File: config.mk
export PLATFORM = sky130hd
export DESIGN_NAME = wb_retire_unit
export DESIGN_NICKNAME = d
export VERILOG_FILES = /design/src/rtl/wb_retire_unit.sv
export SDC_FILE = /design/constraint.sdc
export NUM_CORES = 1
export LEC_CHECK = 0
export BUFFER_PORTS_ARGS = -buffer_cell sky130_fd_sc_hd__buf_4
export CORE_MARGIN = 2
export CORE_UTILIZATION = 40
export DETAILED_ROUTE_END_ITERATION = 6
export GPL_ROUTABILITY_DRIVEN = 1
export SYNTH_ARGS = -nofsm -noshare
export SYNTH_HDL_FRONTEND = slang
export SYNTH_SLANG_ARGS = --single-unit
File: constraint.sdc
create_clock -name clk -period 3.6 [get_ports clk]
set_input_delay 0.54 -clock clk [delete_from_list [all_inputs] [get_ports clk]]
set_output_delay 0.54 -clock clk [all_outputs]
set_load 0.02 [all_outputs]
File: src/rtl/wb_retire_unit.sv
// Writeback/retire stage: holds one instruction, retires it exactly once, commits GPR/CSR
// writes, raises exception/ertn flushes and records every retirement in a difftest FIFO.
module wb_retire_unit #(
  parameter int DATA_W      = 32,
  parameter int EXCP_N      = 6,
  parameter int TRACE_DEPTH = 4
) (
  input  logic                           clk,
  input  logic                           reset,
  // Handshake: a beat transfers on a rising edge where in_valid && in_ready. in_ready depends
  // only on stage state, never on in_valid; the sender holds its beat until it transfers.
  input  logic                           in_valid,
  output logic                           in_ready,
  input  logic [DATA_W-1:0]              in_pc,
  input  logic                           in_gr_we,
  input  logic [4:0]                     in_dest,
  input  logic [DATA_W-1:0]              in_result,
  input  logic                           in_ertn,
  input  logic                           in_csr_we,
  input  logic [13:0]                    in_csr_num,
  input  logic [DATA_W-1:0]              in_csr_wdata,
  input  logic [EXCP_N-1:0]              in_excp,
  output logic                           rf_we,
  output logic [4:0]                     rf_waddr,
  output logic [DATA_W-1:0]              rf_wdata,
  output logic [4:0]                     fwd_dest,
  output logic [DATA_W-1:0]              fwd_data,
  output logic                           csr_we,
  output logic [13:0]                    csr_num,
  output logic [DATA_W-1:0]              csr_wvalue,
  output logic                           excp_flush,
  output logic                           ertn_flush,
  output logic [5:0]                     ecode,
  output logic [8:0]                     esubcode,
  output logic                           sys_pending,
  output logic                           trace_valid,
  input  logic                           trace_ready,
  output logic [DATA_W-1:0]              trace_pc,
  output logic [3:0]                     trace_we,
  output logic [4:0]                     trace_wnum,
  output logic [DATA_W-1:0]              trace_wdata,
  output logic [$clog2(TRACE_DEPTH):0]   trace_count
);

  localparam int AW = $clog2(TRACE_DEPTH);
  localparam int CW = AW + 1;
  localparam int RW = 2 * DATA_W + 9;

  logic                valid;
  logic                shadow;
  logic [DATA_W-1:0]   pc_r;
  logic                gr_we_r;
  logic [4:0]          dest_r;
  logic [DATA_W-1:0]   result_r;
  logic                ertn_r;
  logic                csr_we_r;
  logic [13:0]         csr_num_r;
  logic [DATA_W-1:0]   csr_wdata_r;
  logic [EXCP_N-1:0]   excp_r;

  logic [RW-1:0]       mem [TRACE_DEPTH];
  logic [AW-1:0]       wptr;
  logic [AW-1:0]       rptr;
  logic [CW-1:0]       count;

  logic                ready_go;
  logic                retire;
  logic                has_excp;
  logic                push;
  logic                pop;
  logic [5:0]          ecode_c;
  logic                badv_c;
  logic                sys_c;

  assign ready_go = (count != CW'(TRACE_DEPTH));
  assign in_ready = !valid || ready_go;
  assign retire   = valid && ready_go;
  assign has_excp = |excp_r;

  // The shadow flag marks the cycle after a flush; a beat accepted then is wrong-path.
  always_ff @(posedge clk) begin
    if (reset) begin
      valid  <= 1'b0;
      shadow <= 1'b0;
    end else begin
      shadow <= excp_flush || ertn_flush;
      if (in_ready) valid <= in_valid && !shadow;
    end
  end

  always_ff @(posedge clk) begin
    if (in_valid && in_ready) begin
      pc_r        <= in_pc;
      gr_we_r     <= in_gr_we;
      dest_r      <= in_dest;
      result_r    <= in_result;
      ertn_r      <= in_ertn;
      csr_we_r    <= in_csr_we;
      csr_num_r   <= in_csr_num;
      csr_wdata_r <= in_csr_wdata;
      excp_r      <= in_excp;
    end
  end

  // Scan from the top bit down so the lowest set bit (highest priority) is applied last.
  always_comb begin
    ecode_c = 6'h00;
    badv_c  = 1'b0;
    sys_c   = 1'b0;
    for (int i = EXCP_N - 1; i >= 0; i--) begin
      if (i == 3) sys_c = excp_r[i];
      if (excp_r[i]) begin
        badv_c = 1'b0;
        case (i)
          0:       ecode_c = 6'h00;
          1:       begin ecode_c = 6'h08; badv_c = 1'b1; end
          2:       ecode_c = 6'h0c;
          3:       ecode_c = 6'h0b;
          4:       ecode_c = 6'h0d;
          5:       begin ecode_c = 6'h09; badv_c = 1'b1; end
          default: ecode_c = 6'h00;
        endcase
      end
    end
  end

  assign ecode       = ecode_c;
  assign esubcode    = 9'h000;
  assign excp_flush  = retire && has_excp;
  assign ertn_flush  = retire && ertn_r && !has_excp;
  assign sys_pending = valid && (ertn_r || sys_c);

  assign rf_we    = retire && gr_we_r && !has_excp;
  assign rf_waddr = dest_r;
  assign rf_wdata = result_r;
  assign fwd_dest = (valid && gr_we_r && !has_excp) ? dest_r : 5'd0;
  assign fwd_data = result_r;

  // An exception replaces the software CSR write with the BADV update when it applies.
  assign csr_we     = retire && (has_excp ? badv_c : csr_we_r);
  assign csr_num    = (has_excp && badv_c) ? 14'h0007 : csr_num_r;
  assign csr_wvalue = (has_excp && badv_c) ? pc_r : csr_wdata_r;

  assign push = retire;
  assign pop  = (count != '0) && trace_ready;

  always_ff @(posedge clk) begin
    if (reset) begin
      wptr  <= '0;
      rptr  <= '0;
      count <= '0;
    end else begin
      if (push) wptr <= wptr + AW'(1);
      if (pop)  rptr <= rptr + AW'(1);
      case ({push, pop})
        2'b10:   count <= count + CW'(1);
        2'b01:   count <= count - CW'(1);
        default: count <= count;
      endcase
    end
  end

  always_ff @(posedge clk) begin
    if (push) mem[wptr] <= {pc_r, {4{rf_we}}, dest_r, result_r};
  end

  assign {trace_pc, trace_we, trace_wnum, trace_wdata} = mem[rptr];
  assign trace_valid = (count != '0);
  assign trace_count = count;

endmodule

==> results.json <==
{
  "cts-hold-fix-buffers": 0,
  "power_frac_clock": 0.342,
  "r2r_setup_slack_ns": 0.98,
  "start_util": 0.407,
  "ys_types": 34,
  "grt_pass1_vias": 7748,
  "p_int_mw": 9.27,
  "synth_area_leader_cell": "edfxtp_1",
  "grt_pass1_wl_mm": 46.2,
  "cp.required_ns": 3.06,
  "cts_tree": "built",
  "async_flop_share": 0,
  "routabilityCongestion": 0.726,
  "synth_top_cells_by_count": "edfxtp_1, mux4_2, buf_4",
  "tightest_slew_ns": 1.01,
  "tns_ns": 0,
  "die_w_um": 200,
  "r2r_end": "trace_count[2]",
  "wl_per_cell_um": 20.2,
  "rows": 71,
  "comb_power_share": 0.195,
  "cap_violations": 0,
  "clk_pin_slew_ns": 0.06,
  "synth_seq_area_share": 0.804,
  "cp_max_fo": 6,
  "holdWs_ns": 0.154,
  "synthTopCellsByArea": "edfxtp_1, mux4_2, buf_4",
  "cts_resized": 0,
  "status": "completed",
  "rsz0062_at_grt": "no",
  "grt_max_degree": 71,
  "max-vdd-ir-drop_mv": 0.439,
  "crit_type": "reg -> out",
  "ant_nets": 0,
  "synth_edf_count": 404,
  "ys_ff_latch": 415,
  "seqPwrFrac": 0.463,
  "port_buffers": 334,
  "clk-insertion-delay-late_ns": 0.56,
  "drtIter0Drc": 311,
  "drc": 0,
  "fmax_ghz": 0.315,
  "min_to": "csr_num_r[1]",
  "register_area_um2": 12400,
  "fin_crit_sh": 0.883,
  "worstHoldStart": "in_csr_num[1]",
  "hold_viol": 0,
  "hold_depth": 1,
  "fillerInstances": 3002,
  "worstPathArrival_ns": 2.64,
  "slew_violations": 0,
  "relSlewSlack": 0.324,
  "vias_per_cell": 4.81,
  "setup_viol": 0,
  "hold_path_class": "in -> reg",
  "ys_warn_count": 0,
  "layout.nets": 1138,
  "crit_path_end_kind": "output pin",
  "fin_skew_ns": 0.0142,
  "num_io_pins": 346,
  "synthesis.area_um2": 15400,
  "dp_hpwl_mm": 19.2,
  "regToRegStartpoint": "trace_count[2]",
  "n_antenna_cell": 0,
  "vias": 7442,
  "p_leak_nw": 7.05,
  "syn2layout_area_growth_pct": 28.0,
  "synthFlopType": "edfxtp_1",
  "ff2ff_path_depth": 9,
  "synth_top_area_share": 0.790,
  "clkSinkCount": 415,
  "wirelength_mm": 31.2,
  "cts_buffers": 44,
  "core-area_um2": 37800,
  "htreeDepth": 2,
  "fin_util": 0.521,
  "grtUsageTotal": 0.156,
  "grt_overflow_total": 0,
  "power.switching_mw": 3.22,
  "drive_gt1_frac": 0.494,
  "syn_inst": 672,
  "antenna_found_initial": 1,
  "crit_path_start_kind": "flip-flop",
  "cts_setup_buffers": 0,
  "powerDensity_nw_per_um2": 635,
  "die-area_um2": 40000,
  "sw_frac_of_total": 0.258,
  "yosys.cell_count.top_type": "edfxtp_1",
  "finalCriticalPeriod_ns": 3.18,
  "drt_pre_antenna_iters": 4,
  "clk_path_buf_depth": 3,
  "multi_input_area_um2": 2580,
  "syn_area_per_cell_um2": 22.9,
  "die_y_um": 200,
  "cts.root.buffer_cell": "clkbuf_16"
}
## power groups by stage
stage,clock (mW),sequential [mW],combinational [mW]
CTS,4.41,5.80,2.50
detailed placement,0,5.90,2.49
finish,4.27,5.79,2.43
floorplan,0,5.82,1.54
global route,4.60,5.83,2.59
global placement,0,5.88,2.48
## per-layer routing
metal	share of wire	global-route usage	routed length (um)	up-vias
met5	0	0	0	-
met4	0.020	0.0475	619	0
met3	0.075	0.0474	2330	36
met2	0.47	0.245	14800	274
met1	0.43	0.212	13500	3809
li1	-	-	-	3323
## sequential cells by signal, indices dropped and copies added, names as in the netlist, 2 cells and up, named ones only
| signal | count |
|---|---|
| wptr | 2 |
| rf_waddr | 5 |
| rptr | 2 |
| trace_count | 3 |
| fwd_data | 32 |
| pc_r | 32 |
| csr_wdata_r | 32 |
| excp_r | 6 |
| csr_num_r | 14 |
| mem | 280 |
## kinds of logic (layout without fill, tap and decap cells)
logic type      Yosys count  in the layout  share of synthesized area
buf+inv                  77            431                     0.0322
mux                     103            103                      0.130
other cells               1             11                   0.000244
simple gates             52             52                     0.0200
fa+ha+maj                 6              6                    0.00538
compound gates           14             14                    0.00538
xor+xnor                  4              4                    0.00228
flops                   415            415                      0.804
## through the flow
step	setup slack, ns	area (um^2)	std cells	power (mW)
6_report	0.421	19700	1547	12.5
5_1_grt	0.158	19700	1547	13.0
4_1_cts	0.310	19700	1547	12.7
3_5_place_dp	0.914	18300	1469	8.38
3_3_place_gp	1.01	18300	1469	8.37
2_1_floorplan	0.545	15400	682	7.36
## cell usage in the layout, fill, tap and decap left out, drive strengths merged
cell type / count
xor2: 3
nand2: 1
mux2: 32
nor2b: 2
a21oi: 8
ha: 5
nor3: 3
nand3: 1
buf: 344
nand2b: 6
clkbuf: 56
nor2: 9
clkinv: 16
dfxtp: 11
o31a: 1
nor3b: 1
o311ai: 1
xnor2: 1
conb: 11
or3: 3
mux4: 70
a211oi: 1
fa: 1
and4: 1
o21bai: 1
and2: 23
o21ai: 2
edfxtp: 404
bufinv: 3
nor4b: 1
inv: 12
and3: 1
mux2i: 1
## worst max-delay path, cell delays in order (launching register included)
cell and delay [ns]:
edfxtp_1 0.43, nor3_1 0.42, and4_1 0.64, nor2b_1 0.37
buf_4 0.22
## how the worst max path moves through the flow
stage	startpoint	end	slack, ns	cells past startpoint
after floorplan	trace_count[0]	mem[0][0]	0.55	3
after global placement	excp_r[4]	rf_we	1.01	4
after detailed placement	excp_r[3]	rf_we	0.91	4
after CTS	excp_r[3]	rf_we	0.31	4
after global routing	excp_r[3]	rf_we	0.16	4
final	excp_r[3]	rf_we	0.42	4
## layout make-up
type / instances / area share
clock buffer: 56 / 0.0594
clock inverter: 22 / 0.00955
inverter: 9 / 0.00172
multi-input combinational: 190 / 0.131
sequential: 415 / 0.629
tap: 511 / 0.0325
timing repair buffer: 344 / 0.137
No activity file was read; power rests on OpenSTA's default activity.
